## src/rtl/assoc_cache.sv

```systemverilog
// Set-associative write-through, no-write-allocate cache with round-robin replacement.
// Loads hit combinationally; misses fetch one word, stores always write through to memory.
module assoc_cache #(
  parameter int unsigned WIDTH = 32,
  parameter int unsigned SETS  = 4,
  parameter int unsigned WAYS  = 2
) (
  input  logic             clk_i,
  input  logic             rst_i,
  input  logic             cache_enable_i,
  input  logic             write_enable_i,
  input  logic             byte_op_i,
  input  logic [WIDTH-1:0] address_i,
  input  logic [WIDTH-1:0] write_data_i,
  output logic [WIDTH-1:0] read_data_o,
  output logic             stall_o,
  output logic             mem_req_o,
  input  logic             mem_ack_i,
  output logic [WIDTH-1:0] mem_address_o,
  output logic [WIDTH-1:0] mem_write_data_o,
  output logic             mem_write_enable_o,
  output logic             mem_byte_op_o,
  input  logic [WIDTH-1:0] mem_incoming_data_i
);

  localparam int unsigned IW = $clog2(SETS);
  localparam int unsigned TW = WIDTH - 2 - IW;
  localparam int unsigned WW = (WAYS > 1) ? $clog2(WAYS) : 1;

  typedef enum logic [1:0] {IDLE, FETCH, WRITE} state_e;

  state_e state_q, state_d;

  logic [1:0]    offset;
  logic [IW-1:0] index;
  logic [TW-1:0] tag;

  assign offset = address_i[1:0];
  assign index  = address_i[2 +: IW];
  assign tag    = address_i[WIDTH-1 -: TW];

  logic             valid_q [SETS][WAYS];
  logic [TW-1:0]    tag_q   [SETS][WAYS];
  logic [WIDTH-1:0] data_q  [SETS][WAYS];
  logic [WW-1:0]    ptr_q   [SETS];

  logic             hit;
  logic [WW-1:0]    hit_way;
  logic [WIDTH-1:0] hit_data;
  logic             has_invalid;
  logic [WW-1:0]    victim;
  logic [7:0]       hit_lane;
  logic [WIDTH-1:0] merged_data;
  logic             fill_en;
  logic             update_en;

  // Tag match and victim choice within the indexed set
  always_comb begin
    hit         = 1'b0;
    hit_way     = '0;
    hit_data    = '0;
    has_invalid = 1'b0;
    victim      = ptr_q[index];
    for (int w = 0; w < int'(WAYS); w++) begin
      if (!hit && valid_q[index][w] && (tag_q[index][w] == tag)) begin
        hit      = 1'b1;
        hit_way  = WW'(w);
        hit_data = data_q[index][w];
      end
      if (!has_invalid && !valid_q[index][w]) begin
        has_invalid = 1'b1;
        victim      = WW'(w);
      end
    end
  end

  // Byte lane extraction for loads and lane merge for byte stores
  always_comb begin
    merged_data = hit_data;
    case (offset)
      2'd0: begin hit_lane = hit_data[7:0];   merged_data[7:0]   = write_data_i[7:0]; end
      2'd1: begin hit_lane = hit_data[15:8];  merged_data[15:8]  = write_data_i[7:0]; end
      2'd2: begin hit_lane = hit_data[23:16]; merged_data[23:16] = write_data_i[7:0]; end
      default: begin hit_lane = hit_data[31:24]; merged_data[31:24] = write_data_i[7:0]; end
    endcase
    if (!byte_op_i) merged_data = write_data_i;
  end

  always_comb begin
    state_d            = state_q;
    stall_o            = 1'b0;
    read_data_o        = '0;
    mem_req_o          = 1'b0;
    mem_write_enable_o = 1'b0;
    mem_byte_op_o      = 1'b0;
    mem_address_o      = '0;
    mem_write_data_o   = '0;
    fill_en            = 1'b0;
    update_en          = 1'b0;
    case (state_q)
      IDLE: begin
        if (cache_enable_i) begin
          if (write_enable_i) begin
            stall_o = 1'b1;
            state_d = WRITE;
          end else if (hit) begin
            read_data_o = byte_op_i ? WIDTH'(hit_lane) : hit_data;
          end else begin
            stall_o = 1'b1;
            state_d = FETCH;
          end
        end
      end
      FETCH: begin
        stall_o       = 1'b1;
        mem_req_o     = 1'b1;
        mem_address_o = {address_i[WIDTH-1:2], 2'b00};
        if (mem_ack_i) begin
          fill_en = 1'b1;
          state_d = IDLE;
        end
      end
      WRITE: begin
        // Release the core on the ack cycle so the held store is not reissued
        stall_o            = !mem_ack_i;
        mem_req_o          = 1'b1;
        mem_write_enable_o = 1'b1;
        mem_byte_op_o      = byte_op_i;
        mem_address_o      = address_i;
        mem_write_data_o   = write_data_i;
        if (mem_ack_i) begin
          update_en = hit;
          state_d   = IDLE;
        end
      end
      default: state_d = IDLE;
    endcase
  end

  always_ff @(posedge clk_i or posedge rst_i) begin
    if (rst_i) begin
      state_q <= IDLE;
      for (int s = 0; s < int'(SETS); s++) begin
        ptr_q[s] <= '0;
        for (int w = 0; w < int'(WAYS); w++) valid_q[s][w] <= 1'b0;
      end
    end else begin
      state_q <= state_d;
      if (fill_en) begin
        valid_q[index][victim] <= 1'b1;
        ptr_q[index]           <= (WAYS > 1) ? WW'(ptr_q[index] + 1'b1) : '0;
      end
    end
  end

  // Tag and data storage carry no reset; valid bits guard them
  always_ff @(posedge clk_i) begin
    if (fill_en) begin
      tag_q[index][victim]  <= tag;
      data_q[index][victim] <= mem_incoming_data_i;
    end else if (update_en) begin
      data_q[index][hit_way] <= merged_data;
    end
  end

endmodule

```

## config.mk

```make
export PLATFORM = sky130hd
export DESIGN_NAME = assoc_cache
export DESIGN_NICKNAME = d
export VERILOG_FILES = /design/src/rtl/assoc_cache.sv
export SDC_FILE = /design/constraint.sdc
export NUM_CORES = 1
export LEC_CHECK = 0
export CAP_MARGIN = 20
export CORE_MARGIN = 2
export CORE_UTILIZATION = 58
export DETAILED_ROUTE_END_ITERATION = 10
export PLACE_DENSITY = 0.78
export SYNTH_ARGS = -nofsm -noshare
export SYNTH_HDL_FRONTEND = slang
export SYNTH_SLANG_ARGS = --single-unit
```

## constraint.sdc

```tcl
create_clock -name clk_i -period 7.6 [get_ports clk_i]
set_input_delay 1.9 -clock clk_i [delete_from_list [all_inputs] [get_ports clk_i]]
set_output_delay 1.9 -clock clk_i [all_outputs]
set_load 0.02 [all_outputs]
```

==> impl.org <==
** Status
- Outcome :: finished, final reports clean

** Worst hold path
- Classification of the worst-slack hold path :: reg2reg

** Cells and area
- From synthesis to final layout, the design area changed by 21.70%.
- At the end of the flow, the number of nets in the layout was 1805.
- Number of filler cells placed in the layout :: 2446
- Of the cells placed in the final design, the portion with a size suffix greater than 1 is 21.77%.
- Post-route design area :: 27290 µm²
- Antenna Diode Count :: 0

** Power
- Clk network pwr share :: 36.3%
- The design draws 0.006704 W.
- Maximum resistive drop on vdd :: 206.6 µV
- Summed over all cells, the static leakage comes to 9.379 nW.
- The analysis attributes to net switching a power of 0.001691 W.
- In this run, flip-flops and latches consume 47.0% of the power.
- Dividing total power by cell area gives a power density of 245.7 nW/µm².
- Internal power :: 0.005012 W
- Net switching is 25.23% of the power.
- Portion of total power attributed to combinational logic :: 16.7%

** Detailed routing
- The detailed router placed 14710 vias in this run.
- Via density :: 6.527
- Wires add up to 61470 µm.
- Number of remaining DRC errors :: 0
- The first TritonRoute pass finished after 7 iterations.
- In this run the remaining antenna-violating nets after routing total 0.
- In the final routed layout, each cell accounts on average for 27.27 µm.
- Initial DRC Count :: 1792

** Logic synthesis
- Gate Count Post-Synth :: 1432
- By area the synthesized netlist is led by edfxtp_1 64%, mux4_2 9.6%, mux2_2 2.8%.
- Proportion of synthesized flip-flops having asynchronous set or reset :: 2.834%
- Most used standard cells in the synthesized netlist :: 480 x edfxtp_1, 103 x nor2_1, 96 x mux4_2
- Most repeated cell in the gate-level netlist after synthesis :: edfxtp_1
- The number of nets handed over by synthesis was 1538.
- Share of Yosys cell area claimed by the top area cell type :: 64.29%
- Counting distinct cell types in the post-synthesis netlist gives 63.
- Summing the sequential cell areas from Yosys gives 65.85% of the chip area.
- The synthesized design contains 480 enable-type register cells.
- After synthesis the cells add up to 22420 µm².
- The biggest area contributor in the post-synthesis netlist is edfxtp_1.
- In the synthesized netlist the dominant register cell turns out to be edfxtp_1.
- Total of flip-flops plus latches after synthesis :: 494
- The Yosys step of the flow raised 0 warnings.
- Mean cell area of the mapped netlist :: 15.66 µm²

** Placement
- HPWL after DPL :: 39890 µm
- Once placement finished, the instance area stood at 25540 µm².
- During placement, the flow inserted port buffers numbering 201.
- RePlAce Congestion :: 0.9027

** Critical path
- Critical path fanouts, max :: 21
- Worst Path Buf+Inv :: 6
- STA classifies the critical path endpoint as a primary output.
- The cell family contributing the most delay on the critical path is buffers and inverters.
- Cell chain of the critical path :: buf_8 > buf_12 > buf_6 > mux4_2 > a21boi_1 > nand4_1 > and3b_1 > nor4b_4 > buf_12 > buf_6 > mux2_2 > and3_1 > clkdlybuf4s50_1
- Setup slack of the most critical reg-to-reg path :: 3410 ps
- The critical path in this run is classified as in2out.
- Data arrives at the worst endpoint at 5610 ps.
- Crit-path max cell delay :: 550 ps
- Among all stages on the critical path, the largest delay is contributed by clkdlybuf4s50_1.
- Data on the critical path is required at its endpoint by 5700 ps.
- STA classifies the critical path startpoint as an input port.

** GRT
- Via count of the first global-routing pass :: 14720
- Summed over all layers, the global routing overflow is 0.
- Global routing used 30.55% of the available tracks across all layers.
- Largest net degree at the start of global routing :: 55
- The first global-routing pass estimated 91050 µm of wire.
- The initial antenna violation count was 3.

** Floorplanning
- Placement Rows :: 72
- Total core area :: 38380 µm²
- The floorplan step defined a die boundary enclosing 40240 µm².
- In this run the vertical extent of the chip is 200.6 µm.
- # IOs :: 202
- The die is 200.6 µm wide.
- Effective utilization at floorplan :: 58.42%

** STA
- For the finished layout, the period the worst path requires is 7508 ps.
- Setup violations remaining at the end of the flow were counted as 0.
- Worst-Margin Slew :: 1115 ps
- Of the available clock period, the critical path in the final layout requires 98.79%.
- Hold violation total from the final report :: 0
- Measured against its own limit, the worst slew margin works out to 25.65%.
- Across the routed clock network, the largest skew measured is 18.81 ps.
- The final count of pins violating max slew was 0.
- For this run, the top clock speed supported by timing is 133.2 MHz.

** Clocking
- TritonCTS built the clock tree.
- For this design, the sink count on the clock tree is 494.
- Hold buffers post-CTS :: 0
- Master cell of the clock root buffer :: clkbuf_16
- No sink is reached through more buffers than the 3 on the longest clock path.
- Clock-pin slew was measured on the worst setup and hold paths at 60 ps.
- Clock buffer count from CTS :: 49
- The H-tree generated during clock tree synthesis spans 2 levels.
- The later pin in the worst-skew pair is clocked with a latency of 590 ps.

** Run
- Max-cap violations in this run came to 0.
-- flip-flops by register name (all words and copies together), names as in the netlist --
| signal | flops |
|---|---|
| data_q | 256 |
| tag_q | 224 |
| valid_q | 8 |
| ptr_q | 4 |
| state_q | 2 |
-- power groups by stage --
stage	combinational [W]	sequential [W]	clock, W
6_report	0.00112	0.00315	0.00243
4_1_cts	0.00110	0.00315	0.00245
3_5_place_dp	0.00109	0.00321	0
5_1_grt	0.00118	0.00316	0.00255
3_3_place_gp	0.00107	0.00320	0
2_1_floorplan	0.000595	0.00319	0
-- logic make-up (layout without fill, tap and decap cells) --
group | Yosys count | count (layout) | share of synthesized area (%)
simple gates | 343 | 343 | 8.131
mux | 205 | 205 | 14.82
compound gates | 225 | 225 | 6.501
fa+ha+maj | 4 | 4 | 0.2232
xor+xnor | 51 | 51 | 1.992
buf+inv | 110 | 414 | 2.478
flops | 494 | 494 | 65.85
-- layout make-up --
cell class	instances	area (µm²)	share of cell area [%]
clock inverters	22	222.7	0.8162
well taps	518	648.1	2.375
inverters	24	90.09	0.3302
multi-input cells	828	7236	26.52
flip-flops and latches	494	14760	54.11
clock buffers	66	1391	5.099
repair buffers	302	2934	10.75
-- cell usage in the layout, fill, tap and decap left out, types with 23 or more instances in the layout --
master,synthesis,layout
a21oi_1,78,75
inv_1,23,23
nor2_1,103,90
nand2_1,43,43
and2_1,68,68
clkdlybuf4s50_1,0,179
a31oi_1,25,25
edfxtp_1,480,480
clkbuf_16,0,50
xnor2_1,39,39
nand2b_1,23,23
buf_4,6,90
mux2_2,56,56
o21ai_0,23,23
mux2i_1,53,51
mux4_2,96,96
-- metrics by stage --
stage | hold WS [ps] | setup TNS, ps | setup slack [ps] | cells | utilization [%]
after floorplan | 433.7 | 0 | 370.9 | 1432 | -
after global placement | 444.4 | -1637 | -174.8 | 2164 | 66.56
after detailed placement | 456.8 | -2492 | -203.0 | 2164 | 66.56
after CTS | 472.1 | 0 | 14.52 | 2252 | 70.79
after global routing | 485.5 | -6.985 | -6.985 | 2254 | 71.10
final | 469.9 | 0 | 91.86 | 2254 | 71.10
-- path summary, 6_finish.rpt --
check                                     endpoint  cells after the start              startpoint
setup / recovery                   read_data_o[26]                     13            address_i[2]
hold / removal              valid_q[5]$_DFFE_PP0P_                      1  valid_q[5]$_DFFE_PP0P_
setup reg to reg           data_q[1][29]$_DFFE_PP_                     14  tag_q[2][18]$_DFFE_PP_
hold reg to reg             valid_q[5]$_DFFE_PP0P_                      1  valid_q[5]$_DFFE_PP0P_
max in group asynchronous   valid_q[3]$_DFFE_PP0P_                      2                   rst_i
min in group asynchronous     ptr_q[1]$_DFFE_PP0P_                      2                   rst_i
-- repair_timing --
action	in CTS	in global routing
buffers inserted	0	1
pin swaps	1	1
gates resized for setup	10	26
endpoints found under the setup margin	26	20
hold endpoints to repair	0	0
-- metal layers --
metal	up-vias	track usage (%)	part of all wire, %	wire, µm
met4	4	14.21	4.8	2972
li1	6140	-	-	-
met5	-	0	0.034	21
met1	7289	41.07	36	22330
met3	203	6.071	11	6976
met2	1075	48.76	47	29170
Power figures use the tool's default switching activity.
